`src/rtl/clock_display_scan.sv`:
```
// Six-digit multiplexed seven-segment scanner for a 12-hour HH MM SS clock.
// Optional build macro COLON_BLINK_EN: colons blink with the seconds LSB.
module clock_display_scan #(
  parameter int SCAN_DIV = 1000
) (
  input  logic       clk,
  input  logic       rst,
  input  logic [3:0] hours,
  input  logic [5:0] minutes,
  input  logic [5:0] seconds,
  input  logic       am_pm,
  output logic [6:0] seg,
  output logic [5:0] an,
  output logic       dp,
  output logic       frame_done,
  output logic       err
);

  localparam int CW = (SCAN_DIV > 1) ? $clog2(SCAN_DIV) : 1;
  localparam logic [CW-1:0] DIV_LAST = CW'(SCAN_DIV - 1);

  localparam logic [6:0] SEG_ONE   = 7'b0110000;
  localparam logic [6:0] SEG_DASH  = 7'b0000001;
  localparam logic [6:0] SEG_BLANK = 7'b0000000;

  function automatic logic [3:0] tens_of(input logic [5:0] v);
    logic [3:0] t;
    if (v >= 6'd50)      t = 4'd5;
    else if (v >= 6'd40) t = 4'd4;
    else if (v >= 6'd30) t = 4'd3;
    else if (v >= 6'd20) t = 4'd2;
    else if (v >= 6'd10) t = 4'd1;
    else                 t = 4'd0;
    return t;
  endfunction

  function automatic logic [3:0] units_of(input logic [5:0] v);
    logic [5:0] r;
    r = v;
    if (r >= 6'd40) r = r - 6'd40;
    if (r >= 6'd20) r = r - 6'd20;
    if (r >= 6'd10) r = r - 6'd10;
    return r[3:0];
  endfunction

  function automatic logic [6:0] seg_of(input logic [3:0] d);
    logic [6:0] s;
    case (d)
      4'd0:    s = 7'b1111110;
      4'd1:    s = 7'b0110000;
      4'd2:    s = 7'b1101101;
      4'd3:    s = 7'b1111001;
      4'd4:    s = 7'b0110011;
      4'd5:    s = 7'b1011011;
      4'd6:    s = 7'b1011111;
      4'd7:    s = 7'b1110000;
      4'd8:    s = 7'b1111111;
      4'd9:    s = 7'b1111011;
      default: s = SEG_DASH;
    endcase
    return s;
  endfunction

  function automatic logic is_bad(input logic [3:0] h, input logic [5:0] m,
                                  input logic [5:0] s);
    return (h == 4'd0) || (h > 4'd12) || (m > 6'd59) || (s > 6'd59);
  endfunction

  logic [CW-1:0] r_div;
  logic [2:0]    r_idx;
  logic [3:0]    r_h;
  logic [5:0]    r_m;
  logic [5:0]    r_s;
  logic          r_pm;
  logic [6:0]    r_seg;
  logic [5:0]    r_an;
  logic          r_dp;
  logic          r_frame_done;
  logic          r_err;

  logic          w_wrap;
  logic          w_snap;
  logic [2:0]    w_idx_next;
  logic [3:0]    w_h;
  logic [5:0]    w_m;
  logic [5:0]    w_s;
  logic          w_pm;
  logic          w_bad;
  logic [3:0]    w_digit;
  logic          w_colon;
  logic [6:0]    w_seg_next;
  logic          w_dp_next;

  // Digit 0 of a new frame decodes straight from the inputs being captured.
  always_comb begin
    w_wrap     = (r_div == DIV_LAST);
    w_snap     = w_wrap && (r_idx == 3'd5);
    w_idx_next = w_snap ? 3'd0 : r_idx + 3'd1;
    w_h        = w_snap ? hours   : r_h;
    w_m        = w_snap ? minutes : r_m;
    w_s        = w_snap ? seconds : r_s;
    w_pm       = w_snap ? am_pm   : r_pm;
    w_bad      = w_snap ? is_bad(hours, minutes, seconds) : r_err;

    case (w_idx_next)
      3'd0:    w_digit = (w_h >= 4'd10) ? 4'd1 : 4'd0;
      3'd1:    w_digit = (w_h >= 4'd10) ? w_h - 4'd10 : w_h;
      3'd2:    w_digit = tens_of(w_m);
      3'd3:    w_digit = units_of(w_m);
      3'd4:    w_digit = tens_of(w_s);
      default: w_digit = units_of(w_s);
    endcase

`ifdef COLON_BLINK_EN
    w_colon = ~w_s[0];
`else
    w_colon = 1'b1;
`endif

    if (w_bad)
      w_seg_next = SEG_DASH;
    else if ((w_idx_next == 3'd0) && (w_h < 4'd10))
      w_seg_next = SEG_BLANK;
    else
      w_seg_next = seg_of(w_digit);

    if (w_bad)
      w_dp_next = 1'b0;
    else if ((w_idx_next == 3'd1) || (w_idx_next == 3'd3))
      w_dp_next = w_colon;
    else if (w_idx_next == 3'd5)
      w_dp_next = w_pm;
    else
      w_dp_next = 1'b0;
  end

  always_ff @(posedge clk or posedge rst) begin
    if (rst) begin
      r_div        <= '0;
      r_idx        <= 3'd0;
      r_h          <= 4'd12;
      r_m          <= 6'd0;
      r_s          <= 6'd0;
      r_pm         <= 1'b0;
      r_an         <= 6'b000001;
      r_seg        <= SEG_ONE;
      r_dp         <= 1'b0;
      r_frame_done <= 1'b0;
      r_err        <= 1'b0;
    end else begin
      r_frame_done <= w_snap;
      if (w_wrap) begin
        r_div <= '0;
        r_idx <= w_idx_next;
        r_an  <= 6'b000001 << w_idx_next;
        r_seg <= w_seg_next;
        r_dp  <= w_dp_next;
      end else begin
        r_div <= r_div + CW'(1);
      end
      if (w_snap) begin
        r_h   <= hours;
        r_m   <= minutes;
        r_s   <= seconds;
        r_pm  <= am_pm;
        r_err <= is_bad(hours, minutes, seconds);
      end
    end
  end

  assign seg        = r_seg;
  assign an         = r_an;
  assign dp         = r_dp;
  assign frame_done = r_frame_done;
  assign err        = r_err;

endmodule

```
`config.mk`:
```
export PLATFORM = sky130hd
export DESIGN_NAME = clock_display_scan
export DESIGN_NICKNAME = d
export VERILOG_FILES = /design/src/rtl/clock_display_scan.sv
export SDC_FILE = /design/constraint.sdc
export NUM_CORES = 1
export LEC_CHECK = 0
export ABC_AREA = 0
export BUFFER_PORTS_ARGS = -buffer_cell sky130_fd_sc_hd__buf_4
export CAP_MARGIN = 0
export CORE_MARGIN = 2
export CORE_UTILIZATION = 60
export DETAILED_ROUTE_END_ITERATION = 7
export PLACE_DENSITY = 0.9
export SYNTH_ARGS = -nofsm -noshare
export SYNTH_HDL_FRONTEND = slang
export SYNTH_SLANG_ARGS = --single-unit
```
`constraint.sdc`:
```
create_clock -name clk -period 7 [get_ports clk]
set_clock_uncertainty 0.15 [all_clocks]
set_input_delay 0 -clock clk [delete_from_list [all_inputs] [get_ports clk]]
set_output_delay 0 -clock clk [all_outputs]
set_load 0.03 [all_outputs]
```
== Word-level counts from Yosys, hierarchy flattened ==
Memory sizes are Yosys's and may differ from the RTL's.
Index checks and enable logic that the tools add are counted.

* Register bits after elaboration: 46
* Bits in read-only memories: 112
* Input bits: 19
* Output and inout port bits: 16
* Logic and storage cells: 92
* Memories kept: 1

{| class="wikitable"
|+ Memory list
! name !! words !! bits a word !! read ports !! clocked after memory_dff !! wr ports !! line !! source
|-
| (name not given) || 16 || 7 || 1 || 0 || 0 || 48 || <nowiki>case (d)</nowiki>
|}

* $add $sub $neg: 9
* $lt $le $gt $ge: 19
* Equality and inequality tests: 7
* Shift-type cells: 1
* Muxes and demuxes: 35
* Reduce and logical (&&, ||, !) cells: 9

{| class="wikitable"
|+ Operator list
! operator !! number
|-
| 2-to-1 mux 6 bit || 10
|-
| >= comparator 6 x 5 -> 1 bit (second input constant) || 6
|-
| >= comparator 6 x 4 -> 1 bit (second input constant) || 4
|-
| >= comparator 6 bit (second input constant) || 4
|-
| case mux 4 bit (5 select lines) || 1
|-
| 2-to-1 mux 4 bit || 4
|-
| 2-to-1 mux 3 bit || 5
|-
| 2-to-1 mux 7 bit || 2
|-
| greater-than comparator 6 bit (second input constant) || 2
|-
| subtractor 4 bit (second input constant) || 3
|-
| subtractor 6 x 5 -> 6 bit (second input constant) || 2
|-
| subtractor 6 bit (second input constant) || 2
|-
| adder 10 x 1 -> 10 bit (second input constant) || 1
|-
| == test 10 bit (second input constant) || 1
|-
| 2-to-1 mux 10 bit || 1
|-
| == test 3 bit (second input constant) || 3
|-
| 2-to-1 mux 1 bit || 8
|-
| 2-to-1 mux 2 bit || 4
|-
| == test 3 x 2 -> 1 bit (second input constant) || 2
|-
| left shift 1 x 3 -> 6 bit (first input constant) || 1
|-
| OR reduction 5 bit || 1
|-
| >= comparator 4 bit (second input constant) || 1
|-
| greater-than comparator 4 bit (second input constant) || 1
|-
| logical NOT 4 bit || 1
|-
| other kinds (6) || 10
|}

== Depth between registers and ports, before layout ==
Gate-level depths: netlist of the first run.
An unclocked memory read counts as a cell.

* Depth after elaboration: 15
* Mapped depth: 25
* Mapped depth without buffers: 22

== Least setup slack after synthesis of the first run ==
Ideal clock, no wire load.

* Path type: flip-flop to flip-flop
* Start point: register r_div[0]
* End point: register r_seg[1] (netlist: seg[1])
* Library setup time: 0.126 ns
* Data arrival time: 4.564 ns
* Required time: 6.724 ns
* Slack: 2.160 ns
* Cell stages (with the launch flop): 23
* Path buffers: 3
* Period minus slack after synthesis: 4.840 ns
* Cell sequence: dfrtp_1 ha_1 and4b_1 buf_6 nand4_2 buf_2 buf_2 mux2i_1 ha_1 nand2_1 mux2i_1 o32ai_2 xnor2_1 ha_1 a21oi_1 a21boi_0 o22ai_1 a2bb2oi_1 inv_1 ha_1 inv_1 mux2i_1 a221o_1

* Longest elaborated chain between the ends: 15
* Elaborated cells between the ends (all ways): 62
* Classes of those cells: add/sub: 7; order compare: 16; eq/ne: 5; mux: 30; reduce/logical: 3; memory: 1

{| class="wikitable"
|+ Ends and longest elaborated chain
! element !! line !! source
|-
| start: declaration || 69 || <nowiki>logic [CW-1:0] r_div;</nowiki>
|-
| start signal: assignment || 159 || <nowiki>r_div <= r_div + CW'(1);</nowiki>
|-
| == test 10 bit * || 96 || <nowiki>w_wrap = (r_div == DIV_LAST);</nowiki>
|-
| logical AND 1 bit || 97 || <nowiki>w_snap = w_wrap && (r_idx == 3'd5);</nowiki>
|-
| 2-to-1 mux 6 bit || n/a ||
|-
| subtractor 6 bit or >= comparator 6 bit (tied branches) || 40, 29 ||
|-
| 2-to-1 mux 6 bit || 40 || <nowiki>if (r >= 6'd40) r = r - 6'd40;</nowiki>
|-
| 2-to-1 mux 6 bit || 105 || <nowiki>case (w_idx_next)</nowiki>
|-
| subtractor 6 x 5 -> 6 bit or >= comparator 6 x 5 -> 1 bit (tied branches) || 41 || <nowiki>if (r >= 6'd20) r = r - 6'd20;</nowiki>
|-
| 2-to-1 mux 6 bit || 41 ||
|-
| 2-to-1 mux 6 bit || 105 ||
|-
| >= comparator 6 x 4 -> 1 bit or subtractor 4 bit (tied branches) || 42 || <nowiki>if (r >= 6'd10) r = r - 6'd10;</nowiki>
|-
| 2-to-1 mux 4 bit || 42 ||
|-
| case mux 4 bit (5 select lines) || 105 ||
|-
| memory read (16 x 7 bit) || n/a ||
|-
| 2-to-1 mux 7 bit || 122 || <nowiki>else if ((w_idx_next == 3'd0) && (w_h < 4'd10))</nowiki>
|-
| 2-to-1 mux 7 bit || 120 || <nowiki>if (w_bad)</nowiki>
|-
| end signal: assignment || 156 || <nowiki>r_seg <= w_seg_next;</nowiki>
|-
| end: declaration || 75 || <nowiki>logic [6:0] r_seg;</nowiki>
|}

Every way passes the cells marked *; elsewhere a longest branch is shown, timed or not. The select of a mux whose other input is x is not followed.
A chain may end at the register's enable or synchronous reset.

== Worst setup path after layout of the first run ==
* Start point: register r_div[0]
* End point: register r_seg[1] (netlist: seg[1])

* Longest elaborated chain between the ends: 15
* Elaborated cells between the ends (all ways): 62
* Classes of those cells: add/sub: 7; order compare: 16; eq/ne: 5; mux: 30; reduce/logical: 3; memory: 1

{| class="wikitable"
|+ Ends and longest elaborated chain
! element !! line !! source
|-
| == test 10 bit * || 96 ||
|-
| logical AND 1 bit * || 97 ||
|-
| 2-to-1 mux 6 bit * || n/a ||
|-
| net w_s[2] || 86 || <nowiki>logic [5:0] w_s;</nowiki>
|-
| subtractor 6 bit or >= comparator 6 bit (tied branches) || 40, 29 ||
|-
| 2-to-1 mux 6 bit || 40 ||
|-
| 2-to-1 mux 6 bit || 105 ||
|-
| subtractor 6 x 5 -> 6 bit or >= comparator 6 x 5 -> 1 bit (tied branches) || 41 ||
|-
| 2-to-1 mux 6 bit || 41 ||
|-
| 2-to-1 mux 6 bit || 105 ||
|-
| >= comparator 6 x 4 -> 1 bit or subtractor 4 bit (tied branches) || 42 ||
|-
| 2-to-1 mux 4 bit || 42 ||
|-
| case mux 4 bit (5 select lines) * || 105 ||
|-
| memory read (16 x 7 bit) * || n/a ||
|-
| 2-to-1 mux 7 bit * || 122 ||
|-
| 2-to-1 mux 7 bit * || 120 ||
|}

Mark *: on every way through the listed nets, which the timed path passes. The rest lies on a longest branch. The select of a mux whose other input is x is not followed.

==> qor.txt, run 1 <==
First drt pass iteration count: 4
Distinct cell type count after synthesis: 73
Logic pwr share: 19.6%
Layout Utilization: 71.5%
NetSw: 0.000163 W
Syn-to-layout area delta: 15.2%
Net Count, Synth: 415
Total routed wirelength: 8.11 mm
CP arrival: 6010 ps
Worst reg-to-reg path cell count: 21
M1 WL: 3.57 mm
RePlAce Congestion: 0.974
Vias: 3044
Top post-synthesis cells by area: dfrtp_1 30%, mux2i_1 8.0%, ha_1 7.4%
RSZ-0062 raised after global routing: no
Root Buffer: clkbuf_8
Horiz. Die Dim: 79.2 um
Maximum fanout along the worst path: 22
Final ANT Viol Nets: 0
Worst hold margin: 54.2 ps
Net count, final: 458
Reg2Reg Setup Slack: 1030 ps
Post-synth top flop: dfrtp_1
Vias in the first global route: 2869
Syn_area_per_cell: 9.03 um^2
Worst-path clk slew: 90 ps
Worst EP required: 7040 ps
CTS tree: done
Achievable frequency: 168 MHz
DRT iter0 DRCs: 337
Hold Buf Count CTS: 16
Least-Margin Pin Slew: 937 ps
Worst R2R End: seg[1]$_DFFE_PP0N_
Period Utilization, post-route: 85.3%
Die area: 0.00628 mm^2
Slew Viols, Final: 0
Clock share of power: 30.0%
Final hold vios: 0
Non-filler instance count after layout: 492
Share of cells above drive strength 1: 16.0%
Post-CTS Setup Repair Bufs: 0
Max_slew headroom: 37.4%
TritonCTS Buffers: 5
Total Routing Usage GR: 27.3%
First-pass GRT wire length: 13.6 mm
Worst hold path class: in -> reg
WL met2: 3.89 mm
Core box area: 0.00547 mm^2
Synth Cell Area: 0.00339 mm^2
Starting Density: 62.0%
Largest net degree at the start of global routing: 47
Power Total: 0.000554 W
Setup Crit Path Kind: reg -> reg
Placed cell count: 468
Pint: 0.000391 W
DP HPWL: 5.87 mm
Flop pwr share: 50.4%
Number of vias per cell: 6.19
Minimum clock period: 5970 ps
Cts repair resizes: 0
Post-synth top cells: 41 x dfrtp_1, 41 x nand2_1, 28 x inv_1, 28 x nor2_1, 27 x mux2i_1
CTS HTree Levels: 2
Reg-to-reg startpoint: r_div[0]$_DFF_PP0_
Longest Clk Path Bufs: 2
VDD IR-drop max: 0.000142 V
Top layer in use: met4
P per Cell Area: 142 mW/mm^2
Die H: 79.2 um
Clock latency on the worst-skew pair: 300 ps
Synth area leader: dfrtp_1
CTS sink count: 46
Metal3 WL: 479 um
I/O pin cnt: 35
Synth Warn #: 0
Initial antenna violation count: 0
Register area share after synthesis: 34.1%
Post-synth top area share: 30.2%
MaxCap Viol Count: 0
Status: completed
Final setup vio count: 0
Mapped Cells: 376
Flops & latches, synth: 46
Drt wl/cell: 16.5 um
Crit. End Element: flip-flop
IO Port Bufs: 34
Worst Setup EP: seg[1]$_DFFE_PP0N_
# DRC: 0
Sw frac: 29.4%
Setup tns final: 0 ps
Number of synthesized flops with an enable pin: 0
Async S/R FF share, synth: 100%
Setup crit start kind: flip-flop
Cell row count: 27
Leakage: 1.92 nW
Grt total ovfl: 0
Worst Setup SP: r_div[0]$_DFF_PP0_
# diodes: 0
[critical path, stage by stage (launching register included)]
cell and delay [ps]:
dfrtp_1 390, ha_1 210, and4b_1 340, nand4_2 650
mux2i_1 740, inv_1 190, ha_1 240, inv_1 70
o31ai_1 70, mux2i_1 200, o32ai_2 140, xnor2_1 390
ha_1 220, a21oi_1 80, a21boi_0 210, o22ai_1 110
a2bb2oi_1 560, inv_1 200, ha_1 230, inv_1 70
mux2i_1 70, a221o_1 330
[cells by family after synthesis]
family	count (synthesis)	synth area share, %
mux	33	10.5
xor+xnor	9	2.32
simple gates	133	19.8
flops	46	34.1
compound gates	92	20.3
fa+ha+maj	21	7.67
buf+inv	42	5.34
[area by class of cell]
type | instances | area, um^2
Tap cell | 72 | 90.1
Inverter | 28 | 105
Fill cell | 393 | 1560
Multi-Input combinational cell | 288 | 2060
Clock buffer | 5 | 68.8
Timing Repair Buffer | 50 | 415
Sequential cell | 46 | 1160
Clock inverter | 3 | 18.8
[cells in the final DEF, fill, tap and decap left out, types with 4 or more instances in the layout]
cell type / instances
dfrtp_1: 41
mux2i_1: 27
and3_1: 8
nand3_1: 16
xor2_1: 5
dlygate4sd3_1: 16
nand2_1: 41
o21ai_0: 14
nand2b_1: 5
dfstp_2: 5
ha_1: 20
a21oi_1: 21
buf_4: 34
nor3_1: 6
nor2_1: 28
xnor2_1: 4
inv_1: 27
o31ai_1: 7
nor2b_1: 9
clkbuf_8: 5
[flip-flops by register name (all words and copies together), names as in the netlist]
register	cells
dp	1
frame_done	1
seg	7
err	1
r_h	4
r_pm	1
r_m	6
an	6
r_div	10
r_s	6
r_idx	3
[through the flow]
stage | worst slack (ps) | cell area, um^2
3_3_place_gp | 1540 | 3660
3_5_place_dp | 1160 | 3660
4_1_cts | 1150 | 3910
5_1_grt | 502 | 3910
2_1_floorplan | 2160 | 3390
6_report | 1030 | 3910
[worst min-delay path by stage]
| stage | start | end | slack (ps) | depth (start not counted) |
|---|---|---|---|---|
| 6_report | seconds[2] | r_s[2]$_DFF_PP0_ | 50 | 3 |
| 5_1_grt | seconds[1] | r_s[1]$_DFF_PP0_ | 80 | 3 |
| 4_1_cts | seconds[2] | r_s[2]$_DFF_PP0_ | 30 | 3 |
| 3_5_place_dp | am_pm | r_pm$_DFF_PP0_ | 80 | 3 |
| 3_3_place_gp | am_pm | r_pm$_DFF_PP0_ | 80 | 3 |
| 2_1_floorplan | hours[0] | r_h[0]$_DFF_PP0_ | -20 | 2 |
[power by group through the flow]
stage          registers, W  clock network (W)  logic (W)
2_1_floorplan      0.000290                  0  0.0000610
3_3_place_gp       0.000284                  0  0.0000955
3_5_place_dp       0.000284                  0  0.0000990
4_1_cts            0.000279           0.000168   0.000107
5_1_grt            0.000280           0.000178   0.000118
6_report           0.000279           0.000166   0.000108
[metal layers]
metal | up-vias | global-route usage (%)
met5 | - | 0
li1 | 1447 | -
met2 | 120 | 44.6
met3 | 18 | 4.66
met1 | 1459 | 37.6
met4 | 0 | 7.41
(Power assumes the default switching activity.)
==> inputs of run 2 (changes only) <==
Clock period 7 ns to 6.8 ns, I/O delays scaled along.
==> run 2 against run 1 <==
Final area barely moved; final cell count stayed put; total power is 2.4% higher; worst hold slack worse by 18 ps; global-route usage grew 0.94 points; sequential cell count stayed put; maximum frequency up 4.1%.
==> qor.txt, run 2 (synthesis results as in run 1) <==
Status: completed (unchanged)
Worst path slowest cell: mux2i_1 (unchanged)
Least-Margin Pin Slew: 965 ps (was 937 ps)
Most frequent cells in the layout: 41 x nand2_1, 41 x dfrtp_1, 35 x buf_4 (was 41 x nand2_1, 41 x dfrtp_1, 34 x buf_4)
Achievable frequency: 174 MHz (was 168 MHz)
TritonCTS Buffers: 5 (unchanged)
RePlAce Congestion: 0.989 (was 0.974)
Setup tns final: 0 ps (unchanged)
Delay-heaviest family, CP: compound AO/OA/AOI/OAI gates (unchanged)
Reg-to-reg startpoint: r_idx[0]$_DFFE_PP0N_ (was r_div[0]$_DFF_PP0_)
Final ANT Viol Nets: 0 (unchanged)
Horiz. Die Dim: 79.2 um (unchanged)
# DRC: 0 (unchanged)
Final setup vio count: 0 (unchanged)
Vias in the first global route: 2914 (was 2869)
RSZ-0062 raised after global routing: no (unchanged)
Longest Clk Path Bufs: 2 (unchanged)
Slew Viols, Final: 0 (unchanged)
Leakage: 1.92 nW (about the same)
Worst path cell trace: ha_1, and2_1, nand4_2, mux2i_1, inv_1, ha_1, inv_1, o31ai_1, mux2i_1, o32ai_2, xnor2_1, ha_1, a21oi_1, a21boi_0, o22ai_1, a2bb2oi_1, inv_1, ha_1, inv_1, mux2i_1, a221o_1 (was ha_1, and4b_1, nand4_2, mux2i_1, inv_1, ha_1, inv_1, o31ai_1, mux2i_1, o32ai_2, xnor2_1, ha_1, a21oi_1, a21boi_0, o22ai_1, a2bb2oi_1, inv_1, ha_1, inv_1, mux2i_1, a221o_1)
Core box area: 0.00547 mm^2 (unchanged)
Worst EP required: 6850 ps (was 7040 ps)
Max FFs per register: 10 (unchanged)
Initial antenna violation count: 0 (unchanged)
Register area: 0.00116 mm^2 (unchanged)
Multi-input gate area: 0.00206 mm^2 (unchanged)
Post-CTS Setup Repair Bufs: 0 (unchanged)
Worst Setup SP: r_idx[0]$_DFFE_PP0N_ (was r_div[0]$_DFF_PP0_)
Largest net degree at the start of global routing: 47 (unchanged)
Crit path largest cell delay: 680 ps (was 740 ps)
Cts repair resizes: 0 (unchanged)
Grt total ovfl: 0 (unchanged)
Cell row count: 27 (unchanged)
CTS HTree Levels: 2 (unchanged)
Worst path bufs/invs: 4 (unchanged)
Period Utilization, post-route: 84.3% (was 85.3%)
Syn-to-layout area delta: 15.1% (was 15.2%)
I/O pin cnt: 35 (unchanged)
CP arrival: 5780 ps (was 6010 ps)
Root Buffer: clkbuf_8 (unchanged)
First-pass GRT wire length: 14.0 mm (was 13.6 mm)
Starting Density: 62.0% (unchanged)
DRT iter0 DRCs: 223 (was 337)
Net count, final: 458 (unchanged)
First drt pass iteration count: 5 (was 4)
CTS tree: done (unchanged)
Die H: 79.2 um (unchanged)
DP Area: 0.00367 mm^2 (was 0.00366 mm^2)
Minimum clock period: 5730 ps (was 5970 ps)
Power Total: 0.000567 W (was 0.000554 W)
Total routed wirelength: 8.46 mm (was 8.11 mm)
Number of vias per cell: 6.27 (was 6.19)
Setup crit start kind: flip-flop (unchanged)
VDD IR-drop max: 0.000120 V (was 0.000142 V)
P per Cell Area: 145 mW/mm^2 (was 142 mW/mm^2)
Clock latency on the worst-skew pair: 300 ps (about the same)
Die area: 0.00628 mm^2 (unchanged)
Max_slew headroom: 35.6% (was 37.4%)
Drt wl/cell: 17.2 um (was 16.5 um)
# diodes: 0 (unchanged)
Design Area, Final: 0.00391 mm^2 (about the same)
Worst hold path class: in -> reg (unchanged)
Setup Crit Path Kind: reg -> reg (unchanged)
HP Start: minutes[1] (was seconds[2])
Fill cells: 429 (was 393)
IO Port Bufs: 34 (unchanged)
Layout Utilization: 71.4% (was 71.5%)
DP HPWL: 6.15 mm (was 5.87 mm)
Crit. End Element: flip-flop (unchanged)
CTS sink count: 46 (unchanged)
Share of cells above drive strength 1: 16.0% (unchanged)
Final hold vios: 0 (unchanged)
MaxCap Viol Count: 0 (unchanged)
Hold Buf Count CTS: 15 (was 16)
Top reg by flops: r_div (unchanged)
Maximum fanout along the worst path: 15 (was 22)
Total Routing Usage GR: 28.2% (was 27.3%)
Worst-path clk slew: 90 ps (about the same)
Vias: 3083 (was 3044)
run 2: stage by stage:
step	setup WS, ps	cells	hold WS, ps
CTS	1150	492	16.4
floorplan	1960	376	-22.1
detailed placement	1160	469	107
finish	1070	492	36.3
global placement	1600	469	79.4
global route	608	492	65.7
run 2: worst paths after layout:
kind | to | cells past startpoint | slack (ps)
max | seg[1]$_DFFE_PP0N_ | 21 | 1070
min | r_m[1]$_DFF_PP0_ | 3 | 40
max reg2reg | seg[1]$_DFFE_PP0N_ | 21 | 1070
min reg2reg | an[4]$_DFFE_PP0N_ | 2 | 340
max in group asynchronous | r_h[0]$_DFF_PP0_ | 3 | 5570
min in group asynchronous | an[5]$_DFFE_PP0N_ | 3 | 330
run 2: area by class of cell:
type	instances	share of cell area, %
inverters	28	2.69
multi-input cells	288	52.6
clock buffers	6	1.86
well taps	72	2.31
clock inverters	2	0.352
flip-flops and latches	46	29.6
repair buffers	50	10.6
run 2: where the power goes:
group	internal, W	leakage (nW)	total [W]	switching, W
Clock	0.0000727	0.0452	0.000168	0.0000952
Combinational	0.0000474	1.32	0.000112	0.0000642
Sequential	0.000282	0.559	0.000287	0.00000545
Total	0.000402	1.92	0.000567	0.000165
run 2: worst min-delay path, delay by kind of cell:
family | cells | cell delay [ps]
buffers and inverters | 2 | 280
muxes | 1 | 150
run 2: layer usage:
metal  GRT usage [%]  vias to the layer above  wire length [um]
met2            46.0                      146              4090
met3            4.55                       27               528
met4            10.7                        0               204
li1                -                     1447                 -
met5               0                        -                 0
met1            37.8                     1463              3630
